===== config.mk =====
export PLATFORM = sky130hd
export DESIGN_NAME = bitwise_op_resp
export DESIGN_NICKNAME = d
export VERILOG_FILES = /design/src/rtl/bitwise_op_pkg.sv /design/src/rtl/bitwise_op_fifo.sv /design/src/rtl/bitwise_op_resp.sv
export SDC_FILE = /design/constraint.sdc
export NUM_CORES = 1
export LEC_CHECK = 0
export CORE_ASPECT_RATIO = 1.75
export CORE_UTILIZATION = 46
export DETAILED_ROUTE_END_ITERATION = 16
export PLACE_DENSITY = 0.8
export SYNTH_ARGS = -nofsm -noshare
export SYNTH_HDL_FRONTEND = slang
export SYNTH_SLANG_ARGS = --single-unit

===== constraint.sdc =====
create_clock -name clk -period 1.5 [get_ports clk]
set_input_delay 0.225 -clock clk [delete_from_list [all_inputs] [get_ports clk]]
set_output_delay 0.225 -clock clk [all_outputs]
set_load 0.1 [all_outputs]

===== src/rtl/bitwise_op_pkg.sv =====
// Shared types for the bitwise-operator responder: opcode set, FIFO occupancy
// states and the per-entry tag carried alongside each result.
package bitwise_op_pkg;

  typedef enum logic [2:0] {
    OP_AND  = 3'd0,
    OP_OR   = 3'd1,
    OP_NOT  = 3'd2,
    OP_NAND = 3'd3,
    OP_NOR  = 3'd4,
    OP_XOR  = 3'd5,
    OP_XNOR = 3'd6,
    OP_ILL  = 3'd7
  } op_e;

  typedef enum logic [1:0] {
    OCC_EMPTY,
    OCC_PART,
    OCC_FULL
  } occ_e;

  // Result width is a module parameter, so the package carries only the
  // width-independent part of an entry; the top wraps it with the result.
  typedef struct packed {
    op_e  op;
    logic err;
  } entry_tag_t;

  function automatic logic is_illegal(input logic [2:0] op);
    return op == OP_ILL;
  endfunction

endpackage


===== src/rtl/bitwise_op_fifo.sv =====
// DEPTH-entry synchronous FIFO with count/full/empty status. Occupancy is
// tracked by the count register; the EMPTY/PART/FULL state is decoded from it.
module bitwise_op_fifo
  import bitwise_op_pkg::*;
#(
  parameter int unsigned DATA_W = 8,
  parameter int unsigned DEPTH  = 2
) (
  input  logic                         clk,
  input  logic                         rst_n,
  input  logic                         push,
  input  logic [DATA_W-1:0]            wdata,
  input  logic                         pop,
  output logic [DATA_W-1:0]            rdata,
  output logic [$clog2(DEPTH+1)-1:0]   count,
  output logic                         full,
  output logic                         empty
);

  localparam int unsigned PTR_W = $clog2(DEPTH);
  localparam int unsigned CNT_W = $clog2(DEPTH + 1);

  logic [DATA_W-1:0] mem [DEPTH];
  logic [PTR_W-1:0]  wr_ptr;
  logic [PTR_W-1:0]  rd_ptr;
  logic [CNT_W-1:0]  count_next;
  occ_e              occ;
  logic              do_push;
  logic              do_pop;

  // Decode occupancy state from the count register.
  always_comb begin
    occ = OCC_PART;
    if (count == '0)
      occ = OCC_EMPTY;
    else if (count == CNT_W'(DEPTH))
      occ = OCC_FULL;
  end

  // Qualify push/pop by occupancy and compute the next count.
  always_comb begin
    do_push    = 1'b0;
    do_pop     = 1'b0;
    count_next = count;
    case (occ)
      OCC_EMPTY: do_push = push;
      OCC_PART: begin
        do_push = push;
        do_pop  = pop;
      end
      OCC_FULL:  do_pop = pop;
      default:   ;
    endcase
    case ({do_push, do_pop})
      2'b10:   count_next = count + 1'b1;
      2'b01:   count_next = count - 1'b1;
      default: count_next = count;
    endcase
  end

  // Count and pointer registers; pointers wrap naturally since DEPTH is 2^n.
  always_ff @(posedge clk or negedge rst_n) begin
    if (!rst_n) begin
      count  <= '0;
      wr_ptr <= '0;
      rd_ptr <= '0;
    end else begin
      count <= count_next;
      if (do_push) wr_ptr <= wr_ptr + 1'b1;
      if (do_pop)  rd_ptr <= rd_ptr + 1'b1;
    end
  end

  // Storage is cleared on reset so the head reads as zero until written.
  always_ff @(posedge clk or negedge rst_n) begin
    if (!rst_n) begin
      for (int unsigned i = 0; i < DEPTH; i++) mem[i] <= '0;
    end else if (do_push) begin
      mem[wr_ptr] <= wdata;
    end
  end

  assign rdata = mem[rd_ptr];
  assign full  = (occ == OCC_FULL);
  assign empty = (occ == OCC_EMPTY);

endmodule


===== src/rtl/bitwise_op_resp.sv =====
// Responder execution unit: computes a bitwise operation on each accepted
// request and returns results in order through a small FIFO. Also keeps an
// accepted-transaction counter and a sticky illegal-opcode flag.
module bitwise_op_resp
  import bitwise_op_pkg::*;
#(
  parameter int unsigned WIDTH = 3,
  parameter int unsigned DEPTH = 2,
  parameter int unsigned CNT_W = 16
) (
  input  logic             clk,
  input  logic             rst_n,
  input  logic             in_valid,
  output logic             in_ready,
  input  logic [2:0]       in_op,
  input  logic [WIDTH-1:0] in_a,
  input  logic [WIDTH-1:0] in_b,
  output logic             out_valid,
  input  logic             out_ready,
  output logic [WIDTH-1:0] out_result,
  output logic [2:0]       out_op,
  output logic             out_err,
  output logic             err_sticky,
  output logic [CNT_W-1:0] txn_count
);

  localparam int unsigned FCNT_W = $clog2(DEPTH + 1);

  typedef struct packed {
    entry_tag_t       tag;
    logic [WIDTH-1:0] result;
  } entry_t;

  entry_t            wr_entry;
  entry_t            rd_entry;
  logic [FCNT_W-1:0] fifo_count;
  logic              fifo_full;
  logic              fifo_empty;
  logic              accept;
  logic              pop;

  // Per-bit result for the request on the input bus; 4-state values pass through.
  always_comb begin
    wr_entry         = '0;
    wr_entry.tag.op  = op_e'(in_op);
    wr_entry.tag.err = is_illegal(in_op);
    case (in_op)
      OP_AND:  wr_entry.result = in_a & in_b;
      OP_OR:   wr_entry.result = in_a | in_b;
      OP_NOT:  wr_entry.result = ~in_a;
      OP_NAND: wr_entry.result = ~(in_a & in_b);
      OP_NOR:  wr_entry.result = ~(in_a | in_b);
      OP_XOR:  wr_entry.result = in_a ^ in_b;
      OP_XNOR: wr_entry.result = ~(in_a ^ in_b);
      default: wr_entry.result = '0;
    endcase
  end

  assign in_ready  = !fifo_full;
  assign out_valid = (fifo_count != '0);
  assign accept    = in_valid && in_ready;
  assign pop       = out_ready && !fifo_empty;

  bitwise_op_fifo #(
    .DATA_W ($bits(entry_t)),
    .DEPTH  (DEPTH)
  ) u_fifo (
    .clk   (clk),
    .rst_n (rst_n),
    .push  (accept),
    .wdata (wr_entry),
    .pop   (pop),
    .rdata (rd_entry),
    .count (fifo_count),
    .full  (fifo_full),
    .empty (fifo_empty)
  );

  assign out_result = rd_entry.result;
  assign out_op     = rd_entry.tag.op;
  assign out_err    = rd_entry.tag.err;

  // Transaction counter (wrapping) and sticky illegal-opcode flag.
  always_ff @(posedge clk or negedge rst_n) begin
    if (!rst_n) begin
      txn_count  <= '0;
      err_sticky <= 1'b0;
    end else if (accept) begin
      txn_count <= txn_count + 1'b1;
      if (wr_entry.tag.err) err_sticky <= 1'b1;
    end
  end

endmodule


### Word level (Yosys, flattened, before mapping)

Cells that the tools add are included.

* input port bits: 13
* logic and storage cells: 61
* register bits after elaboration: 35
* output and inout bits: 26

* eq/ne operators: 12
* $lt $le $gt $ge: 3
* reductions and logical operators: 13
* muxes and demuxes: 12
* add/subtract/negate cells: 5
* bitwise operators: 9

Operator list (count)
* two-way mux 7 bit: 4
* case mux 3 bit (7 select lines): 1
* adder 16 x 1 -> 16 bit, second input constant: 1
* bitwise mux 14 bit: 1
* == test 3 bit, second input constant: 4
* inverter 3 bit: 4
* demux 7 bit (select 1 bit): 1
* == test 2 bit, second input constant: 3
* == test 3 x 2 -> 1 bit, second input constant: 2
* == test 2 x 1 -> 1 bit, second input constant: 2
* greater-or-equal comparator 2 bit, second input constant: 2
* zero test 2 bit: 2
* two-way mux 2 bit: 2
* inverter 1 -> 2 bit: 2
* case mux 2 bit (2 select lines): 1
* nonzero test 2 bit: 2
* OR reduction 2 bit: 2
* AND 3 bit: 1
* == test 3 x 1 -> 1 bit, second input constant: 1
* logical AND 1 bit: 3
* zero test 3 bit: 1
* OR 3 bit: 1
* XOR 3 bit: 1
* adder 1 bit, second input constant: 2
* 6 further kinds: 8

### Longest topological paths before layout

* depth after elaboration: 9
* mapped depth: 8
* mapped depth without buffers: 7

### Modules after synthesis

A second synthesis with hierarchy kept.

* cells, all modules: 160
* area total of the unflattened synthesis: 1885.6 µm²

By module, submodules not included
* bitwise_op_resp: area each 1072.3 µm², times used 1, cells each 105, seq. area each 425.4 µm²
* bitwise_op_fifo: area each 813.3 µm², times used 1, cells each 55, seq. area each 450.4 µm²

### Worst setup path before layout

Ideal clock, no wire load.

* path type: register to register
* start point: reg txn_count[0]
* end point: reg txn_count[13]
* data required time: 1.338 ns
* cell stages (with the launch flop): 5
* setup time: 0.162 ns
* clock period less this slack: 1.970 ns
* slack: -0.470 ns
* arrival time: 1.808 ns
* buffers on the path: 0
* path through: dfrtp_1 and4_1 nand4_2 nor3_1 xor2_1

* cells in the longest elaborated chain, start to end: 1

RTL lines
* start: declaration: line bitwise_op_resp.sv:24 `output logic [CNT_W-1:0] txn_count`
* start signal: assignment: line bitwise_op_resp.sv:89 `txn_count <= txn_count + 1'b1;`
* adder 16 x 1 -> 16 bit: line bitwise_op_resp.sv:89

No other way between the ends.
A chain may end at the register's enable or synchronous reset.

### Final worst setup path

* start point: reg u_fifo.rd_ptr
* end point: out out_op[2]

* cells in the longest elaborated chain, start to end: 4

RTL lines
* start: declaration: line bitwise_op_fifo.sv:25 `logic [PTR_W-1:0] rd_ptr;`
* start signal: assignment: line bitwise_op_fifo.sv:70 `if (do_pop) rd_ptr <= rd_ptr + 1'b1;`
* inverter 1 -> 2 bit (implied by the code): line bitwise_op_fifo.sv:83 `assign rdata = mem[rd_ptr];`
* two-way mux 7 bit (implied by the code) (3 in series): line bitwise_op_fifo.sv:83
* end: declaration: line bitwise_op_resp.sv:21 `output logic [2:0] out_op,`

No other way between the ends. The select of a mux whose other input is x is not followed.

==> key figures <==
Clock tree
  – Clock slew at reported path FFs: 0.07 ns
  – Cts bufs inserted: 5
  – Clock sink total: 35
  – Largest buffer count on any clock path: 2
  – Skew-Pair Late Insertion Delay: 0.29 ns
  – Hold_buf cts: 0
  – CTS tree: built
  – CTS root buffer: clkbuf_8
  – CTS H-Tree Depth: 2

Setup path
  – Crit-path cells: mux2_4, buf_12
  – Bufs and invs on worst path: 1
  – Setup CP Type: reg -> out
  – Startpoint Class: flip-flop
  – CP arrival: 1.35 ns
  – Critical path's top delay family: flip-flops
  – CP Capture Type: output port
  – Critical path's slowest cell: dfrtp_2
  – Slowest stage delay, CP: around 0.53 ns
  – Crit path max fanout: 8
  – Worst Path Required: 1.27 ns

Routing
  – Final ANT Viol Nets: 0
  – First-pass detailed-route iteration total: 4
  – Vias/cell: 5.433
  – Vias: about 1,400
  – Initial DRC count: 14
  – Post-route DRC: 0
  – Final wirelength: 4439 um
  – Wire per inst: 16.88 um

Pwr
  – P_leak: 0.001330 uW
  – Sw Share: 48.06%
  – Pwr Density: 2284 nW/um2
  – Power Total: 6702 uW
  – Seq pwr share: 25.5%
  – Clock share of power: 9.9%
  – Combinational share of power: 64.6%
  – Pint: 3481 uW
  – P_sw: 3221 uW
  – Max rail drop VDD: ~2300 uV

Placed design
  – DP Wirelength: 3348 um
  – Final Wtd Congestion: 0.7693
  – IO Port Bufs: 38
  – Cell area after placement: 2770 um2

STA
  – Slew margin rel.: 79.91%
  – Hold Vio Cnt, Final: 0
  – Fin crit period: 1.577 ns
  – Final worst setup slack: -0.07699 ns
  – Clock skew: 0.006932 ns
  – Final Max Slew Viols: 0
  – F_max: 634.1 MHz
  – Tcrit/Tclk final: 105.1%
  – RSZ-0062 raised after global routing: yes
  – Setup violators final: 7
  – Worst Tran Pin Value: 0.2974 ns

Finish
  – Fillers: roughly 250
  – Area grow syn2layout: 54.99%
  – Multi-input logic area: 1075 um2
  – Final Instance Area: 2934 um2
  – Core Util, Final: 75.16%
  – Antenna cells: 0
  – Most frequent cells in the layout: buf_12, dfrtp_1, buf_4
  – # nets final: approximately 240
  – Most common cell after layout, fill and taps aside: buf_12
  – Register area: 918.4 um2
  – Fraction of layout cells with a size suffix above 1: 53.02%

Synthesis
  – Post-synth EDFFs: 0
  – Yosys cell types: 37
  – Mapped cell area: ~1900 um2
  – Flops & latches, synth: 35
  – Mapped Nets: 179
  – Register area share after synthesis: 46.27%
  – Post-Synthesis Cells: between 150 and 200
  – Post-Syn Area per Cell: 11.98 um2
  – Synth Flop Type: dfrtp_1
  – Ys async rst share: 100.0%
  – Yosys Warn Count: 0

Global route
  – Largest net degree at the start of global routing: 36
  – First-pass GRT wire length: 7445 um
  – Antenna violations before repair: 0
  – Vias in the first global route: between 1,500 and 2,000
  – GRT Overall Usage: 23.28%
  – Total grt overflow: 0

Die
  – Initial core utilization: 48.49%
  – IO Count: 39
  – Die Ht: 86.87 um
  – DIE AREA: ~4400 um2
  – Core Footprint: 3904 um2
  – Horiz. Die Dim: a little over 50 um
  – Rows: 30

Hold path
  – Hold WC Path Type: in -> async

Status
  – Status: complete, but fails checks
  – Failing checks: setup timing

Job
  – Max-Cap Viols: 0
## worst reg2reg max path, delay by kind of cell (launching register included)
family | cells | cell delay, ns
adder cells (fa/ha/maj) | 1 | 0.16
flip-flops | 1 | 0.43
XOR/XNOR | 2 | 0.27
AND/OR/NAND/NOR | 3 | 0.55
## registers in the layout (all words and copies together) (netlist names)
| name | cells |
|---|---|
| txn_count | 16 |
| u_fifo.mem | 14 |
| u_fifo.count | 2 |
| err_sticky | 1 |
| u_fifo.rd_ptr | 1 |
| u_fifo.wr_ptr | 1 |
## synth_stat cells (2+ instances only)
master	number	area, um2
nand4b_1	2	17.52
inv_1	7	26.28
nand2_1	8	30.03
buf_6	2	22.52
a211o_1	2	17.52
and3_1	3	18.77
and4_1	3	26.28
or4b_1	2	20.02
ha_1	8	100.1
dfrtp_1	35	875.8
o22ai_1	2	12.51
xnor2_1	14	122.6
xor2_1	6	52.55
o21ai_0	2	10.01
nand3_1	4	20.02
o41ai_1	2	17.52
buf_2	2	10.01
and2_1	4	25.02
nor2_1	5	18.77
nand2b_1	3	18.77
mux2_2	22	247.7
nor3_1	2	10.01
or2b_2	2	17.52
nand4_1	3	18.77
## repair_timing
item	4_1_cts	5_1_grt
setup buffers	1	0
pin swaps	6	2
setup endpoints to repair	15	14
resized for setup	28	8
## metrics by stage
step | std cells | setup slack, ns | setup TNS, ns | hold slack (ns)
3_5_place_dp | 254 | -0.6411 | -4.503 | 0.4922
2_1_floorplan | 158 | -0.2090 | -2.441 | -0.07059
3_3_place_gp | 254 | -0.5726 | -3.869 | 0.4831
6_report | 263 | -0.07699 | -0.4833 | 0.3017
4_1_cts | 263 | -0.08555 | -0.5210 | 0.3080
5_1_grt | 263 | -0.1207 | -0.8693 | 0.3112
## per-layer routing
metal,vias to the layer above,global-route usage [%],wire (um)
met5,-,0,0
met4,0,9.343,98
met3,9,4.712,164
met2,40,45.33,2623
met1,719,23.04,1552
li1,661,-,-
## power by group through the flow
stage / Combinational [uW] / Sequential [uW] / Clock [uW]
after global routing: 4490 / 1750 / 724
final: 4330 / 1710 / 663
after global placement: 4090 / 1660 / 0
after floorplan: 2210 / 2130 / 0
after CTS: 4320 / 1700 / 676
after detailed placement: 4180 / 1690 / 0
## worst paths after layout
path	start	end	slack, ns	depth (start not counted)
worst max-delay path	u_fifo.rd_ptr	out_op[2]	-0.08	2
worst min-delay path	rst_n	txn_count[7]	0.30	2
worst max register to register	u_fifo.count[1]	u_fifo.count[1]	0.02	6
worst min register to register	u_fifo.mem[8]	u_fifo.mem[8]	0.51	1
max in group asynchronous	rst_n	txn_count[4]	1.00	2
min in group clk	u_fifo.mem[8]	u_fifo.mem[8]	0.51	1
## layout make-up
cell class	instances	area share [%]
clock inverters	1	0.1706
flip-flops and latches	35	31.30
clock buffers	7	2.601
repair buffers	54	25.97
multi-input cells	110	36.63
well taps	48	2.047
inverters	8	1.279
## cell families after synthesis
kind of cell / after synthesis / synth area share [%]
multiplexers: 23 / 14.28
flip-flops: 35 / 46.27
XOR/XNOR: 20 / 9.253
adder cells (fa/ha/maj): 8 / 5.288
AO/OA/AOI/OAI: 11 / 4.231
AND/OR/NAND/NOR: 48 / 16.92
buffers and inverters: 13 / 3.767
No activity file was read; power rests on OpenSTA's default activity.
